<file path="src/rtl/alarm_ring_ctrl_pkg.sv">
// alarm_ring_ctrl_pkg: state encodings and beat-counter width shared by the alarm ring controller
package alarm_ring_ctrl_pkg;
  localparam int CNT_W = 10;
  typedef enum logic [1:0] {IDLE = 2'd0, RING = 2'd1, SNOOZE = 2'd2, HOLD = 2'd3} state_t;
endpackage

</file>
<file path="src/rtl/alarm_ring_ctrl_rise_edge.sv">
// rise_edge: registered rising-edge detector, pulses in the first cycle the input is seen high
module rise_edge (
  input  logic clk,
  input  logic reset,
  input  logic d,
  output logic pulse
);
  logic q;
  always_ff @(posedge clk or posedge reset)
    if (reset) q <= 1'b0;
    else q <= d;
  assign pulse = d & ~q;
endmodule

</file>
<file path="src/rtl/alarm_ring_ctrl.sv">
// alarm_ring_ctrl: gates the ring tone onto the buzzer with stop, snooze, timeout and retrigger hold
module alarm_ring_ctrl
  import alarm_ring_ctrl_pkg::*;
#(
  parameter int RING_BEATS   = 120,
  parameter int SNOOZE_BEATS = 600,
  parameter int MAX_SNOOZES  = 3
) (
  input  logic       clk,
  input  logic       reset,
  input  logic       ring_in,
  input  logic       alarm_en,
  input  logic       alarm_match,
  input  logic       stop,
  input  logic       snooze,
  output logic       ring_out,
  output logic       ringing,
  output logic       snoozing,
  output logic [1:0] snooze_cnt
);
  localparam logic [CNT_W-1:0] RING_LAST = CNT_W'(RING_BEATS - 1);
  localparam logic [CNT_W-1:0] SNZ_LAST  = CNT_W'(SNOOZE_BEATS - 1);
  localparam logic [1:0]       MAX_S     = 2'(MAX_SNOOZES);
  state_t state, nxt;
  logic [CNT_W-1:0] cnt;
  logic beat, stop_p, snooze_p, halt;
  rise_edge u_beat   (.clk(clk), .reset(reset), .d(ring_in), .pulse(beat));
  rise_edge u_stop   (.clk(clk), .reset(reset), .d(stop),    .pulse(stop_p));
  rise_edge u_snooze (.clk(clk), .reset(reset), .d(snooze),  .pulse(snooze_p));
  assign halt = stop_p | ~alarm_en;
  always_comb begin
    nxt = state;
    case (state)
      IDLE:    nxt = (alarm_en & alarm_match) ? RING : IDLE;
      RING:    nxt = halt ? HOLD :
                     (snooze_p && snooze_cnt < MAX_S) ? SNOOZE :
                     (beat && cnt == RING_LAST) ? HOLD : RING;
      SNOOZE:  nxt = halt ? HOLD : (beat && cnt == SNZ_LAST) ? RING : SNOOZE;
      default: nxt = alarm_match ? HOLD : IDLE;
    endcase
  end
  // Outputs are decided from the next state so they line up with the registered state.
  always_ff @(posedge clk or posedge reset)
    if (reset) begin
      state      <= IDLE;
      cnt        <= '0;
      snooze_cnt <= '0;
      ring_out   <= 1'b0;
      ringing    <= 1'b0;
      snoozing   <= 1'b0;
    end else begin
      state <= nxt;
      cnt   <= (nxt != state) ? '0 : cnt + CNT_W'(beat);
      if (state == IDLE && nxt == RING) snooze_cnt <= '0;
      else if (state == RING && nxt == SNOOZE) snooze_cnt <= snooze_cnt + 2'd1;
      ring_out <= ring_in & (nxt == RING);
      ringing  <= nxt == RING;
      snoozing <= nxt == SNOOZE;
    end
endmodule

</file>
<file path="config.mk">
export PLATFORM = sky130hd
export DESIGN_NAME = alarm_ring_ctrl
export DESIGN_NICKNAME = d
export VERILOG_FILES = /design/src/rtl/alarm_ring_ctrl_pkg.sv /design/src/rtl/alarm_ring_ctrl_rise_edge.sv /design/src/rtl/alarm_ring_ctrl.sv
export SDC_FILE = /design/constraint.sdc
export NUM_CORES = 1
export LEC_CHECK = 0
export ABC_CLOCK_PERIOD_IN_PS = 1800
export CAP_MARGIN = 20
export CORE_AREA = 2 2 54 46
export CTS_BUF_LIST = sky130_fd_sc_hd__clkbuf_8
export DETAILED_ROUTE_END_ITERATION = 16
export DIE_AREA = 0 0 56 48
export DONT_BUFFER_PORTS = 1
export GPL_ROUTABILITY_DRIVEN = 0
export PLACE_DENSITY = 0.72
export REMOVE_ABC_BUFFERS = 1
export SLEW_MARGIN = 20
export SYNTH_ARGS = -nofsm -noshare
export SYNTH_HDL_FRONTEND = slang
export SYNTH_HIERARCHICAL = 1
export SYNTH_SLANG_ARGS = --single-unit
</file>
<file path="constraint.sdc">
create_clock -name clk -period 1.8 [get_ports clk]
set_input_delay 0.36 -clock clk [delete_from_list [all_inputs] [get_ports clk]]
set_output_delay 0.36 -clock clk [all_outputs]
set_load 0.1 [all_outputs]
</file>
==> metrics.txt <==
arrival time at the worst endpoint 1.79 ns; Logic pwr share 43.7%; global-route wire length before repair 3.60 mm; switch share 45.4%; Final period util 91.8%; dpl cells 130; share of post-route cells with drive strength above 1 22.0%; r2r endpoint cnt[7]; P per Cell Area 1330 nW/um^2; overall routing resource usage 18.4%; Net Switching 0.000736 W; part of the power in registers 39.0%; Final #Nets 121; Final setup viols 0; grt ovf 0; asr flop ratio synth 100%; placement row count 15; hpwl dp 1.61 mm; max-cap viol count 0; Tmin final 1.65 ns; CTS Buffer Depth 2; Yosys cell types 37; nature of the critical path endpoint flop; post-synthesis sequential area ratio 45.5%; drt first pass iters 4; fin cells 134; setup slack, reg-to-reg 0.15 ns; crit start category flop; share of power burned in the clock network 17.2%; top_reg_cell synth dfrtp_1; Cell Area, Placed 1170 sq um; Int Pwr 0.000886 W; # Post-CTS Setup Buffers 0; VDD IR-drop max 0.000899 V; CTS sink cnt 20; vias 754; Largest delay share family, worst path simple AND/OR/NAND/NOR gates; Leak 0.578 nW; Finished Cell Area 1220 sq um; Post-synth EDFFs 0; hold_buf cts 1; num ports 12; FF-to-FF Start u_beat/q; Slew Limit Fails 0; final setup TNS 0 ns; initial antenna violation count 0; post-cts resize count 0; Starting Density 52.3%; Area Overhead vs Synth 10.9%; Root Driver clkbuf_8; DR WL/cell 15.4 um; CP Cell Sequence nor2b_4, and4bb_2, nand4_2, a311oi_4, buf_4, nor3_1; synthesized area 1100 sq um; Ant. Diodes 0; post-synthesis average cell area 11.1 sq um; DRC viols 0; Cells after Synth 99; die area 2690 sq um; worst hold path class in2async; CTS tree yes; RSZ-0062 raised after global routing no; Crit path buffers/inverters 1; worst path required time 1.94 ns; footprint of the multi-input gates 554 sq um; Die Ht 48 um; Die X 56 um; port bufs 0; CP Max Fanout 10; number of synthesis warnings 6; worst slew pin tran 0.632 ns; Core ar. 2100 sq um; pin count of the biggest net entering global routing 18; Worst Reg-to-Reg Cells 6; CP max stage delay 0.40 ns; max frequency 605 MHz; fillers 179; initial DRC count 13; Storage cell area 500 sq um; Max transition margin 57.8%; CTS buffer count 3; clk_skew 0.00186 ns; vias in the first global route 767; via/cell ratio 5.63; CP max stage cell dfrtp_1; worst-skew pair later-pin latency 0.25 ns; critical setup path kind reg2reg; flops & latches, synth 20; Clock transition at path regs 0.06 ns; Antenna Nets Post-Route 0; status finished, final reports clean; Hold Fails Final Rpt 0; H-tree depth 1; final WL 2.06 mm
-- per-layer routing --
metal  share of wire (%)  vias to the layer above  track usage [%]  routed length, um
li1                    -                      377                -                  -
met1                  47                      359             23.7                978
met2                  47                       13             29.6                973
met3                 4.2                        5             6.22                 87
met4                 1.2                        0             6.67                 25
met5                   0                        -                0                  0
-- state kept, by name, summed over array words and instances, names as in the netlist --
name / flops
u_stop/q: 1
ringing: 1
snoozing: 1
u_beat/q: 1
state: 2
u_snooze/q: 1
snooze_cnt: 2
ring_out: 1
cnt: 10
-- kinds of logic after synthesis --
| kind of cell | Yosys count | share of synthesized area, % |
|---|---|---|
| adders and majority gates | 3 | 3.41 |
| and+or+nand+nor | 50 | 32.0 |
| xor gates and xnor gates | 9 | 7.17 |
| AOI/OAI and AO/OA | 10 | 7.85 |
| DFF | 20 | 45.5 |
| buffers and inverters | 7 | 4.10 |
-- area by class of cell --
class / count / share of cell area (%)
timing repair buffer: 10 / 6.36
inverter: 4 / 1.23
multi-input combinational: 72 / 45.4
sequential: 20 / 41.0
clock buffer: 3 / 3.38
tap: 25 / 2.56
-- placed cells by master, fill, tap and decap left out --
cell type	netlist	final
a31o_2	1	1
nand3_1	3	3
a311oi_4	1	1
and4bb_1	1	1
and2_2	1	1
nor4bb_1	3	3
nor2_1	3	3
nand3b_1	1	1
clkbuf_8	0	3
a31oi_1	1	1
a21oi_1	2	2
dfrtp_1	20	20
nor3b_1	3	3
and3_1	1	1
a21boi_0	1	1
buf_4	1	9
nor2b_4	3	3
o21a_1	1	1
nand3_2	1	1
inv_1	4	4
and3b_2	1	1
dlygate4sd3_1	0	1
and4_2	1	1
nand4_1	5	5
o31ai_1	1	1
and4bb_2	1	1
nor3_1	8	8
o21ai_0	1	1
nor2b_1	2	2
nand2_1	6	6
and2b_2	1	1
and4_1	1	1
xor2_1	8	8
xnor2_1	1	1
nand2b_1	3	3
o21bai_1	1	1
nand4_2	1	1
ha_1	3	3
-- worst reg2reg max path, delay by kind of cell (launching register included) --
kind	cells	cell delay, ns
AND/OR/NAND/NOR	4	0.62
buffers and inverters	1	0.21
flip-flops	1	0.40
AO/OA/AOI/OAI	1	0.30
-- power by group through the flow --
| stage | sequential, W | clock (W) | combinational, W |
|---|---|---|---|
| global placement | 0.000636 | 0 | 0.000694 |
| detailed placement | 0.000640 | 0 | 0.000714 |
| CTS | 0.000632 | 0.000288 | 0.000721 |
| global route | 0.000651 | 0.000299 | 0.000779 |
| floorplan | 0.000902 | 0 | 0.000269 |
| finish | 0.000633 | 0.000280 | 0.000709 |
-- synth_stat cells, drive strengths merged, types with 2 or more instances --
master / n / share of area [%]
a21oi: 2 / 0.91
and4: 2 / 1.7
and4bb: 2 / 2.3
buf: 3 / 2.7
dfrtp: 20 / 46
ha: 3 / 3.4
inv: 4 / 1.4
nand2: 6 / 2.0
nand2b: 3 / 1.7
nand3: 4 / 2.3
nand4: 6 / 4.0
nor2: 3 / 1.0
nor2b: 5 / 4.9
nor3: 8 / 3.6
nor3b: 3 / 2.0
nor4bb: 3 / 2.7
xor2: 8 / 6.4
-- stage by stage --
step	hold slack [ns]	utilization (%)	setup WS [ns]	total power (W)
2_1_floorplan	0.0887	-	-0.201	0.00117
3_3_place_gp	0.0908	55.6	0.144	0.00133
3_5_place_dp	0.0920	55.6	0.152	0.00135
4_1_cts	0.104	58.0	0.138	0.00164
5_1_grt	0.122	58.0	0.0145	0.00173
6_report	0.0686	58.0	0.148	0.00162
-- worst max path at each step --
stage / from / endpoint / depth (start not counted)
after floorplan: snooze_cnt[0] / ring_out / 5
after global placement: u_beat/q / cnt[3] / 6
after detailed placement: u_beat/q / cnt[7] / 6
after CTS: u_beat/q / cnt[7] / 6
after global routing: snooze_cnt[0] / ringing / 5
final: u_beat/q / cnt[7] / 6
No activity file was read; power rests on OpenSTA's default activity.
